`src/rtl/mfp_ahb_arbiter.sv`:
```
// Two-master AHB-Lite address/data arbiter: CPU (M0) owns the bus by default,
// a loader (M1) borrows it on request; an interrupted M0 transfer is replayed.
module mfp_ahb_arbiter #(
  parameter int unsigned HOLD_MAX = 16
) (
  input  logic        HCLK,
  input  logic        HRESET,
  input  logic [31:0] m0_HADDR,
  input  logic [31:0] m0_HWDATA,
  input  logic [1:0]  m0_HTRANS,
  input  logic        m0_HWRITE,
  input  logic [2:0]  m0_HSIZE,
  output logic        m0_HREADY,
  output logic [31:0] m0_HRDATA,
  input  logic        m1_req,
  output logic        m1_gnt,
  input  logic [31:0] m1_HADDR,
  input  logic [31:0] m1_HWDATA,
  input  logic [1:0]  m1_HTRANS,
  input  logic        m1_HWRITE,
  input  logic [2:0]  m1_HSIZE,
  output logic        m1_HREADY,
  output logic [31:0] m1_HRDATA,
  output logic [31:0] HADDR,
  output logic [31:0] HWDATA,
  output logic [1:0]  HTRANS,
  output logic        HWRITE,
  output logic [2:0]  HSIZE,
  input  logic        HREADY,
  input  logic [31:0] HRDATA
);

  localparam logic [1:0] TR_IDLE = 2'b00;
  localparam logic [7:0] HOLD_LIM = 8'(HOLD_MAX);

  typedef enum logic [1:0] {OWN_M0, OWN_M1, REPLAY} state_t;
  typedef enum logic [1:0] {DP_NONE, DP_M0, DP_M1} dp_t;

  typedef struct packed {
    logic [31:0] addr;
    logic [1:0]  trans;
    logic        write;
    logic [2:0]  size;
  } ap_t;

  state_t state, state_nxt;
  dp_t    dp_own, dp_nxt, fwd_src;
  ap_t    m0_ap, m1_ap, fwd, pend, pend_nxt;
  logic   pend_v, pend_v_nxt;
  logic   m0_turn, m0_turn_nxt;
  logic [7:0] cnt, cnt_nxt;
  logic   hold_hit, m0_yield;

  assign m0_ap = '{addr: m0_HADDR, trans: m0_HTRANS, write: m0_HWRITE, size: m0_HSIZE};
  assign m1_ap = '{addr: m1_HADDR, trans: m1_HTRANS, write: m1_HWRITE, size: m1_HSIZE};

  assign hold_hit = (cnt >= HOLD_LIM);
  assign m1_gnt   = (state == OWN_M1) && !hold_hit;
  // M0 gives up its slot on a handover; its transfer is parked in pend instead
  assign m0_yield = (state == OWN_M0) && m1_req && !m0_turn;

  always_comb begin
    fwd     = m0_ap;
    fwd_src = DP_M0;
    case (state)
      OWN_M0: if (m0_yield) fwd.trans = TR_IDLE;
      OWN_M1: begin
        fwd     = m1_ap;
        fwd_src = DP_M1;
        if (!m1_gnt) fwd.trans = TR_IDLE;
      end
      REPLAY: fwd = pend;
      default: fwd = m0_ap;
    endcase
  end

  assign HADDR  = fwd.addr;
  assign HTRANS = fwd.trans;
  assign HWRITE = fwd.write;
  assign HSIZE  = fwd.size;
  assign HWDATA = (dp_own == DP_M1) ? m1_HWDATA : m0_HWDATA;

  assign m0_HRDATA = HRDATA;
  assign m1_HRDATA = HRDATA;

  // M0 thinks a parked transfer was accepted, so its data phase stalls until replayed
  always_comb begin
    if (pend_v)
      m0_HREADY = 1'b0;
    else if (dp_own == DP_M0 || state == OWN_M0)
      m0_HREADY = HREADY;
    else
      m0_HREADY = !m0_HTRANS[1];
  end

  always_comb begin
    if (dp_own == DP_M1)
      m1_HREADY = HREADY;
    else if (m1_HTRANS[1])
      m1_HREADY = m1_gnt ? HREADY : 1'b0;
    else
      m1_HREADY = 1'b1;
  end

  always_comb begin
    state_nxt   = state;
    dp_nxt      = dp_own;
    pend_nxt    = pend;
    pend_v_nxt  = pend_v;
    cnt_nxt     = cnt;
    m0_turn_nxt = m0_turn;
    if (HREADY) begin
      dp_nxt = fwd.trans[1] ? fwd_src : DP_NONE;
      case (state)
        OWN_M0: begin
          if (m0_turn) begin
            m0_turn_nxt = 1'b0;
          end else if (m1_req) begin
            state_nxt = OWN_M1;
            if (m0_HTRANS[1]) begin
              pend_nxt   = m0_ap;
              pend_v_nxt = 1'b1;
            end
          end
        end
        OWN_M1: begin
          if (m1_gnt && m1_HTRANS[1]) cnt_nxt = cnt + 8'd1;
          // leave only between granted M1 transfers
          if (!fwd.trans[1] && (!m1_req || hold_hit)) begin
            state_nxt   = pend_v ? REPLAY : OWN_M0;
            cnt_nxt     = 8'd0;
            m0_turn_nxt = hold_hit && !pend_v;
          end
        end
        REPLAY: begin
          state_nxt  = OWN_M0;
          pend_v_nxt = 1'b0;
        end
        default: state_nxt = OWN_M0;
      endcase
    end
  end

  always_ff @(posedge HCLK or posedge HRESET) begin
    if (HRESET) begin
      state   <= OWN_M0;
      dp_own  <= DP_NONE;
      pend    <= '0;
      pend_v  <= 1'b0;
      cnt     <= 8'd0;
      m0_turn <= 1'b0;
    end else begin
      state   <= state_nxt;
      dp_own  <= dp_nxt;
      pend    <= pend_nxt;
      pend_v  <= pend_v_nxt;
      cnt     <= cnt_nxt;
      m0_turn <= m0_turn_nxt;
    end
  end

endmodule

```
`config.mk`:
```
export PLATFORM = sky130hd
export DESIGN_NAME = mfp_ahb_arbiter
export DESIGN_NICKNAME = d
export VERILOG_FILES = /design/src/rtl/mfp_ahb_arbiter.sv
export SDC_FILE = /design/constraint.sdc
export NUM_CORES = 1
export LEC_CHECK = 0
export ABC_AREA = 0
export CAP_MARGIN = 20
export CORE_AREA = 4 4 119 121
export CTS_CLUSTER_DIAMETER = 120
export DETAILED_ROUTE_END_ITERATION = 12
export DIE_AREA = 0 0 123 125
export PLACE_DENSITY = 0.71
export SYNTH_ARGS = -nofsm -noshare
export SYNTH_HDL_FRONTEND = slang
export SYNTH_SLANG_ARGS = --single-unit
```
`constraint.sdc`:
```
create_clock -name HCLK -period 5.4 [get_ports HCLK]
set_clock_uncertainty 0.05 [all_clocks]
set_input_delay 1.08 -clock HCLK [delete_from_list [all_inputs] [get_ports HCLK]]
set_output_delay 1.08 -clock HCLK [all_outputs]
set_load 0.01 [all_outputs]
```
# --- After elaboration in Yosys (flattened, before gate mapping) ---
# Cells that the tools add are included.
totals:
  reg_bits: 52
  out_inout_bits: 137
  elab_cells: 69
  input_bits: 176
classes:
  add_sub_neg: 1
  reduce_logical: 23
  eq_ne: 8
  mux: 26
  n_lt_le_gt_ge: 1
  n_bitwise: 1
ops:
  columns: ["op", "count"]
  rows:
  - ["$pmux W32 S2", 1]
  - ["$mux W32", 1]
  - ["$mux W2", 8]
  - ["$mux W8", 2]
  - ["$reduce_and A5 Y1", 2]
  - ["$mux W1", 9]
  - ["$add A8 B1 Y8 const B", 1]
  - ["$ge A8 B5 Y1 const B", 1]
  - ["$pmux W4 S2", 1]
  - ["$logic_and A1 B1 Y1", 6]
  - ["$logic_not A1 Y1", 6]
  - ["$ne A2 B2 Y1 const B", 3]
  - ["$pmux W2 S3", 1]
  - ["$reduce_and A3 Y1", 2]
  - ["$reduce_bool A2 Y1", 3]
  - ["$eq A2 B1 Y1 const B", 2]
  - ["$eq A2 B2 Y1 const B", 2]
  - ["$pmux W1 S2", 2]
  - ["$pmux W2 S2", 1]
  - ["$reduce_and A4 Y1", 1]
  - ["$logic_not A2 Y1", 1]
  - ["$logic_or A1 B1 Y1", 2]
  - ["$ne A2 B1 Y1 const B", 1]
  - ["$not A1 Y1", 1]

# --- Depth between registers and ports, before layout ---
# Gate-level depths: netlist (run 1).
depth:
  depth_word: 9
  ltp_mapped: 9
  mapped_depth_nobuf: 6

# --- Least setup slack after synthesis (run 1) ---
# OpenSTA, ideal clock, no wires.
synth_timing:
  kind: "input to output"
  start: "in m0_HTRANS[1]"
  end: "out HTRANS[1]"
  slack_ns: 2.456
  cell_stages: 3
  arrival_ns: 1.814
  required_ns: 4.270
  n_path_buf: 0
  cell_sequence: "and2_1 > a311o_1 > a21o_1"
synth_via:
  elab_chain_cells: 2
synth_rtl:
  columns: ["item", "line", "rtl"]
  rows:
  - ["start: declaration", "10", "input logic [1:0] m0_HTRANS,"]
  - ["$mux W2", "66", "OWN_M0: if (m0_yield) fwd.trans = TR_IDLE;"]
  - ["$pmux W2 S3 *", "65", "case (state)"]
  - ["end: declaration", "26", "output logic [1:0] HTRANS,"]
# Mark *: on every way between the ends. The rest lies on a longest branch, timed or not.

# --- Worst setup path in the final report (run 1) ---
layout_timing:
  start: "reg state[0]"
  end: "out HTRANS[0]"
layout_via:
  elab_chain_cells: 5
  elab_cells_between_ends: 9
layout_rtl:
  columns: ["item", "line", "rtl"]
  rows:
  - ["start: declaration", "46", "state_t state, state_nxt;"]
  - ["start signal: assignment", "153", "state <= state_nxt;"]
  - ["$logic_not A2 Y1", "60, 65", null]
  - ["$logic_and A1 B1 Y1 (2 in a row)", "60", "assign m0_yield = (state == OWN_M0) && m1_req && !m0_turn;"]
  - ["$mux W2", "66", null]
  - ["$pmux W2 S3 *", "65", null]
# Marked as above.

==> implementation parameters, run 1 <==
Parameter                              Value

Cells and area
  Post-layout net count    719
  Area delta synth->final    50.2%
  Post-route insts no fill    713
  Core occupancy in the finished layout    45.5%
  Design Area, Final    5950 sq um
  Most common library cell in the layout ignoring fill and taps    sky130_fd_sc_hd__clkdlybuf4s50_1
  Number of antenna cells inserted    0
  Sequential cell area    1300 sq um
  Number of filler cells placed in the layout    1199
  Most frequent cells in the layout    sky130_fd_sc_hd__clkdlybuf4s50_1 (216), sky130_fd_sc_hd__dfrtp_1 (52), sky130_fd_sc_hd__a21oi_1 (41), sky130_fd_sc_hd__nor2_1 (41), sky130_fd_sc_hd__a22oi_1 (38)
  Fraction of layout cells with a size suffix above 1    16.8%
  Multi-input gate area    2010 sq um

Route
  Iter 0 DRT Violations    138
  Antenna-violating nets left    0
  Via density    4.78
  Number of optimization iterations in the first detailed-route pass    4
  Vias    3411
  WL final    12600 um
  DRC violation count after routing    0
  Average wire length per cell after detail routing    17.7 um

Placement
  Placed Cells incl. Taps    703
  Area of placed instances    5760 sq um
  Dpl ws    1.37 ns
  Post-detailed-placement half-perimeter wirelength    9980 um
  Final estimated routing congestion in global placement    0.806
  IO Port Bufs    216

Power and ir drop
  Switching power    1.14 mW
  Proportion of power drawn by the clock network    10.7%
  Peak supply drop    0.340 mV
  Pwr Total    3.03 mW
  Static Leak    2.47 nW
  Switching part of the total power    37.8%
  Sequential power share    21.8%
  Internal power consumption    1.88 mW
  Power per standard cell area    509 nW/um^2
  Part of the power in combinational logic    67.4%

Logic synthesis
  Adder-Cell Fraction of Synth Area    2.21%
  Mean Syn Cell Area    9.98 sq um
  Netlist Area Pre-Place    3960 sq um
  Synth warnings    0
  Nets in the synthesized netlist    580
  Register bit total from synthesis    52
  Main combinational cell family by area after synthesis    multiplexers
  Compound-cell area share of the yosys netlist    17.2%
  Number of distinct library cells after synthesis    40
  Main area contributors after synthesis    sky130_fd_sc_hd__dfrtp_1 (33%), sky130_fd_sc_hd__mux2_4 (14%), sky130_fd_sc_hd__buf_4 (12%), sky130_fd_sc_hd__mux2_2 (9.4%), sky130_fd_sc_hd__a22oi_1 (7.2%)
  Synthesized-area fraction occupied by and/or/nand/nor cells    7.80%
  Sequential area share after synthesis    32.8%
  Synthesized-area fraction occupied by xor and xnor cells    0.442%
  Synthesized instance count    397
  Top cell type's share of synthesized area    32.8%
  Portion of netlist area occupied by mux cells    23.0%
  Area leader, netlist    sky130_fd_sc_hd__dfrtp_1

Worst setup path
  Category of the most critical setup path    reg -> out
  Largest fanout of any net on the critical path    21
  CP required    4.27 ns
  Worst setup SP type    flop
  Arrival time worst endpoint    2.95 ns
  Critical path capture point type    output pin
  Cell count of the worst reg-to-reg path    6

Timing
  Number of setup violations in the final report    0
  Aggregate negative setup slack    0 ns
  Total count of max-transition violations in the final report    0
  Maximum clock frequency    245 MHz
  Post-route worst hold slack    0.420 ns
  Tightest slew margin relative to the limit    35.6%
  Slack of the critical path    1.32 ns
  Final worst path period share    75.5%
  Minimum clock period    4.08 ns
  Final Hold Fails    0
  Worst slew pin tran    0.966 ns
  Setup repair after global routing missed its margin    false

Die
  Die ar.    15400 sq um
  Top Ports    313
  Number of core rows    42
  Die boundary width    123 um
  Initial cell density of the core    30.3%
  Die Ht    125 um
  Core region area    13100 sq um

Global routing
  Number of antenna violations at the first check in global routing    0
  Remaining Overflow, GRT    0
  First-pass GRT wire length    19100 um
  Maximum number of pins on one net before global-route repair    73
  Number of global-route vias before repair    3569
  All-Layer GR Usage    15.6%

Clock tree
  Root cell of the clock tree    sky130_fd_sc_hd__clkbuf_16
  TritonCTS clock tree    built
  Clock tree buffer depth    2
  Cts-stage hold buffer count    0
  Post-CTS Setup Bufs    0
  Number of gates given a new drive strength after cts    0
  Clock tree sinks    52
  Clock slew at reported path FFs    0.07 ns
  Total CTS buffers    5
  Clock latency at the later pin of the worst-skew pair    0.30 ns
  Number of levels in the clock H-tree    2

Min path
  Worst Hold Class    reg -> reg
  Hold Path Depth    1

Flow run
  # Max-Cap Violations    0

Outcome
  Outcome    complete, no violations
[Yosys cell counts (all sizes together)]
master   instances
o32ai            1
nor2b            3
nor4             1
mux2            69
clkbuf          13
o22ai            3
nor2            42
o21ai            4
ha               7
o211ai           2
inv             10
a2bb2oi          1
a21oi           41
a311oi           1
a211oi           2
dfrtp           52
a41oi            1
and2b            1
nand3            2
and2             3
a22oi           38
nand2b           2
xor2             2
or3              2
and3             3
a21o             2
nand2            4
and3b            1
a21boi           2
o2111ai          2
a311o            1
o31ai            1
buf             77
a22o             1
[power by group through the flow]
stage / combinational, mW / clock (mW) / sequential (mW)
2_1_floorplan: 1.16 / 0 / 0.629
3_3_place_gp: 2.00 / 0 / 0.657
3_5_place_dp: 2.03 / 0 / 0.656
4_1_cts: 2.04 / 0.338 / 0.659
5_1_grt: 2.21 / 0.358 / 0.683
6_report: 2.04 / 0.325 / 0.661
[per-layer routing]
metal	vias to the layer above	routed length (um)	track usage [%]
li1	1622	-	-
met1	1584	4810	17.7
met2	193	6360	27.6
met3	12	1340	5.87
met4	0	121	3.26
met5	-	0	0
[worst max-delay path, cell delays in order, from the launching register on]
cell and delay (ns):
sky130_fd_sc_hd__dfrtp_1 0.41, sky130_fd_sc_hd__inv_1 0.13, sky130_fd_sc_hd__ha_1 0.74, sky130_fd_sc_hd__buf_4 0.39, sky130_fd_sc_hd__a22oi_1 0.14, sky130_fd_sc_hd__o22ai_1 0.24
sky130_fd_sc_hd__clkdlybuf4s50_1 0.58
[layout make-up]
| class | instances | share of cell area, % |
|---|---|---|
| well taps | 176 | 3.70 |
| inverters | 10 | 0.631 |
| repair buffers | 222 | 37.5 |
| clock buffers | 5 | 2.10 |
| multi-input cells | 245 | 33.8 |
| flip-flops and latches | 52 | 21.9 |
| clock inverters | 3 | 0.357 |
[state kept, by name, summed over array words and instances, names as in the netlist]
signal / flops
pend: 38
dp_own: 2
cnt: 8
pend_v: 1
m0_turn: 1
state: 2
[path summary, 6_finish.rpt]
check / from / to / slack, ns
min in group asynchronous: HRESET / pend[6] / 1.12
hold / removal: pend[5] / pend[5] / 0.42
setup / recovery: state[0] / HTRANS[0] / 1.32
max in group asynchronous: HRESET / pend[26] / 3.64
setup reg to reg: state[0] / m0_turn / 2.93
hold reg to reg: pend[5] / pend[5] / 0.42
[cell families after synthesis]
logic type	Yosys count
AO/OA/AOI/OAI	103
buffers and inverters	100
multiplexers	69
AND/OR/NAND/NOR	64
flip-flops	52
adder cells (fa/ha/maj)	7
XOR/XNOR	2
Power figures use the tool's default switching activity.
==> run 2, diff against run 1 <==
CORE_AREA = unset   (was 4 4 119 121)
CORE_MARGIN = 4   (was unset)
CORE_UTILIZATION = 31   (was unset)
DIE_AREA = unset   (was 0 0 123 125)
PLACE_DENSITY = 0.76   (was 0.71)
clock period = 3.5 ns   (was 5.4 ns; I/O delays follow)
==> run 2 against run 1 <==
  * Wire length increased by 5.1%
  * Clock-buffer cell count up 1
  * Total power rose by 57%
  * Register-to-register slack worse by 1.8 ns
  * Hold slack gained 0.023 ns
  * Global-route usage is 1.6 points higher
  * Utilization is 2.4 points higher
  * Final cell count rose by 0.42%
==> implementation parameters, run 2 (synthesized netlist as in run 1, its figures left out) <==
Parameter                              Value

Worst setup path
  Critical path capture point type    output pin
  CP required    2.75 ns (-1.52 ns)
  Arrival time worst endpoint    2.41 ns (-0.54 ns)
  Worst reg2reg startpoint    state[0]
  Largest fanout of any net on the critical path    5 (-76%)
  Worst setup SP type    input port
  Category of the most critical setup path    in -> out
  Launch point of the worst path    m0_HTRANS[1]

Min path
  Worst Hold Class    reg -> reg
  Min-delay src    pend[5]

Route
  Via density    4.89 (+2.2%)
  Vias    3501 (+2.6%)
  Met2 wirelength from detailed routing    6830 um (+7.3%)
  Number of optimization iterations in the first detailed-route pass    5 (+1)
  DRC violation count after routing    0 (unchanged)
  Iter 0 DRT Violations    150 (+8.7%)
  WL final    13300 um (+5.1%)
  Uppermost layer routed    met4
  Routed length on met1    4860 um (+1.1%)
  Average wire length per cell after detail routing    18.5 um (+4.7%)
  Met3 WL    1170 um (-13%)
  Antenna-violating nets left    0 (unchanged)

Placement
  Placed Cells incl. Taps    705 (+0.28%)
  IO Port Bufs    216 (unchanged)
  Post-detailed-placement half-perimeter wirelength    10700 um (+7.4%)
  Final estimated routing congestion in global placement    0.878 (+9.0%)

Global routing
  Number of global-route vias before repair    3690 (+3.4%)
  All-Layer GR Usage    17.2% (+1.6 points)
  First-pass GRT wire length    19600 um (+2.4%)
  Number of antenna violations at the first check in global routing    3 (+3)
  Remaining Overflow, GRT    0 (unchanged)
  Maximum number of pins on one net before global-route repair    73 (unchanged)

Clock tree
  TritonCTS clock tree    built
  Post-CTS Setup Bufs    0 (unchanged)
  Number of gates given a new drive strength after cts    0 (unchanged)
  Clock latency at the later pin of the worst-skew pair    0.29 ns (about the same)
  Cts-stage hold buffer count    0 (unchanged)
  Clock tree buffer depth    2 (unchanged)
  Number of levels in the clock H-tree    2 (unchanged)
  Total CTS buffers    5 (unchanged)
  Clock tree sinks    52 (unchanged)
  Clock slew at reported path FFs    0.07 ns (about the same)
  Root cell of the clock tree    sky130_fd_sc_hd__clkbuf_16

Cells and area
  Post-layout net count    723 (+0.56%)
  Flip-flop count of the largest register after layout    38 (unchanged)
  Top flop regs    pend: 38 flops, cnt: 8 flops
  Fraction of layout cells with a size suffix above 1    17.4% (+0.62 points)
  Register with the most flip-flops    pend
  Multi-input gate area    2020 sq um (+0.25%)
  Most frequent cells in the layout    sky130_fd_sc_hd__clkdlybuf4s50_1 (216), sky130_fd_sc_hd__dfrtp_1 (52), sky130_fd_sc_hd__a21oi_1 (41), sky130_fd_sc_hd__nor2_1 (41), sky130_fd_sc_hd__a22oi_1 (38)
  Number of filler cells placed in the layout    1171 (-2.3%)
  Sequential cell area    1300 sq um (unchanged)
  Area delta synth->final    52.0%
  Post-route insts no fill    716 (+0.42%)
  Most common library cell in the layout ignoring fill and taps    sky130_fd_sc_hd__clkdlybuf4s50_1

Timing
  Tightest slew margin relative to the limit    63.8% (+28 points)
  Minimum clock period    3.16 ns
  Number of setup violations in the final report    0 (unchanged)
  Worst slew pin tran    0.543 ns (-0.423 ns)
  Total count of max-transition violations in the final report    0 (unchanged)
  Post-route worst hold slack    0.443 ns (+0.0231 ns)
  Setup repair after global routing missed its margin    false
  Maximum clock frequency    317 MHz
  Aggregate negative setup slack    0 ns (unchanged)
  Final worst path period share    90.2%
  Final Hold Fails    0 (unchanged)

Power and ir drop
  Static Leak    2.51 nW (+1.6%)
  Power per standard cell area    792 nW/um^2 (+56%)
  Peak supply drop    0.555 mV (+63%)

Die
  Die Ht    121 um (-3.2%)
  Number of core rows    41 (-2.4%)
  Die boundary width    121 um (-1.6%)
  Core region area    12600 sq um (-3.9%)
  Top Ports    313 (unchanged)
  Initial cell density of the core    31.5% (+1.2 points)
  Die ar.    14700 sq um (-4.7%)

Flow run
  # Max-Cap Violations    0 (unchanged)

Outcome
  Outcome    complete, no violations
==> run 2: changes by cell type in the layout (fill, tap and decap cells not counted) <==
cell	before	now
sky130_fd_sc_hd__diode_2	0	3
sky130_fd_sc_hd__clkinvlp_4	1	0
sky130_fd_sc_hd__nor2_4	0	1
sky130_fd_sc_hd__clkinv_4	0	1
sky130_fd_sc_hd__inv_6	1	0
sky130_fd_sc_hd__clkinv_2	1	0
sky130_fd_sc_hd__clkbuf_8	0	1
sky130_fd_sc_hd__buf_4	4	8
sky130_fd_sc_hd__bufinv_16	0	1
sky130_fd_sc_hd__nor2_2	1	0
==> run 2: area by class of cell <==
class	instances	area share, %
repair buffers	226	37.6
multi-input cells	245	33.5
flip-flops and latches	52	21.6
well taps	172	3.58
clock buffers	6	2.31
clock inverters	2	0.644
inverters	10	0.624
diodes	3	0.125
==> run 2: per-layer routing <==
metal / up-vias / global-route usage, %
met3: 22 / 4.76
met4: 0 / 7.29
met5: - / 0
li1: 1636 / -
met2: 230 / 31.8
met1: 1613 / 18.1
==> run 2: critical path, cell delays in order <==
cell and delay [ns]:
sky130_fd_sc_hd__clkdlybuf4s50_1 0.50, sky130_fd_sc_hd__and2_1 0.20, sky130_fd_sc_hd__a311o_1 0.34, sky130_fd_sc_hd__a21o_1 0.17
sky130_fd_sc_hd__clkdlybuf4s50_1 0.50
==> run 2: final timing paths <==
kind / to / slack (ns) / cells after the start
max: HTRANS[1] / 0.34 / 5
min: pend[5] / 0.44 / 1
max reg2reg: pend[36] / 1.10 / 6
min reg2reg: pend[5] / 0.44 / 1
max in group asynchronous: pend[37] / 1.89 / 3
min in group asynchronous: pend[13] / 0.74 / 2
==> run 2: where the power goes <==
part,total [mW],leakage [nW],switching (mW),internal (mW)
logic,3.16,1.79,1.37,1.79
registers,1.03,0.638,0.171,0.857
clock network,0.581,0.0871,0.223,0.359
==> run 2: stage by stage <==
stage	power, mW	util, %	cell area [sq um]	setup slack, ns
floorplan	2.76	-	3960	1.08
global placement	4.15	46.4	5830	0.393
detailed placement	4.20	46.4	5830	0.363
CTS	4.82	47.8	6010	0.350
global route	5.09	47.9	6020	0.282
finish	4.77	47.9	6020	0.344
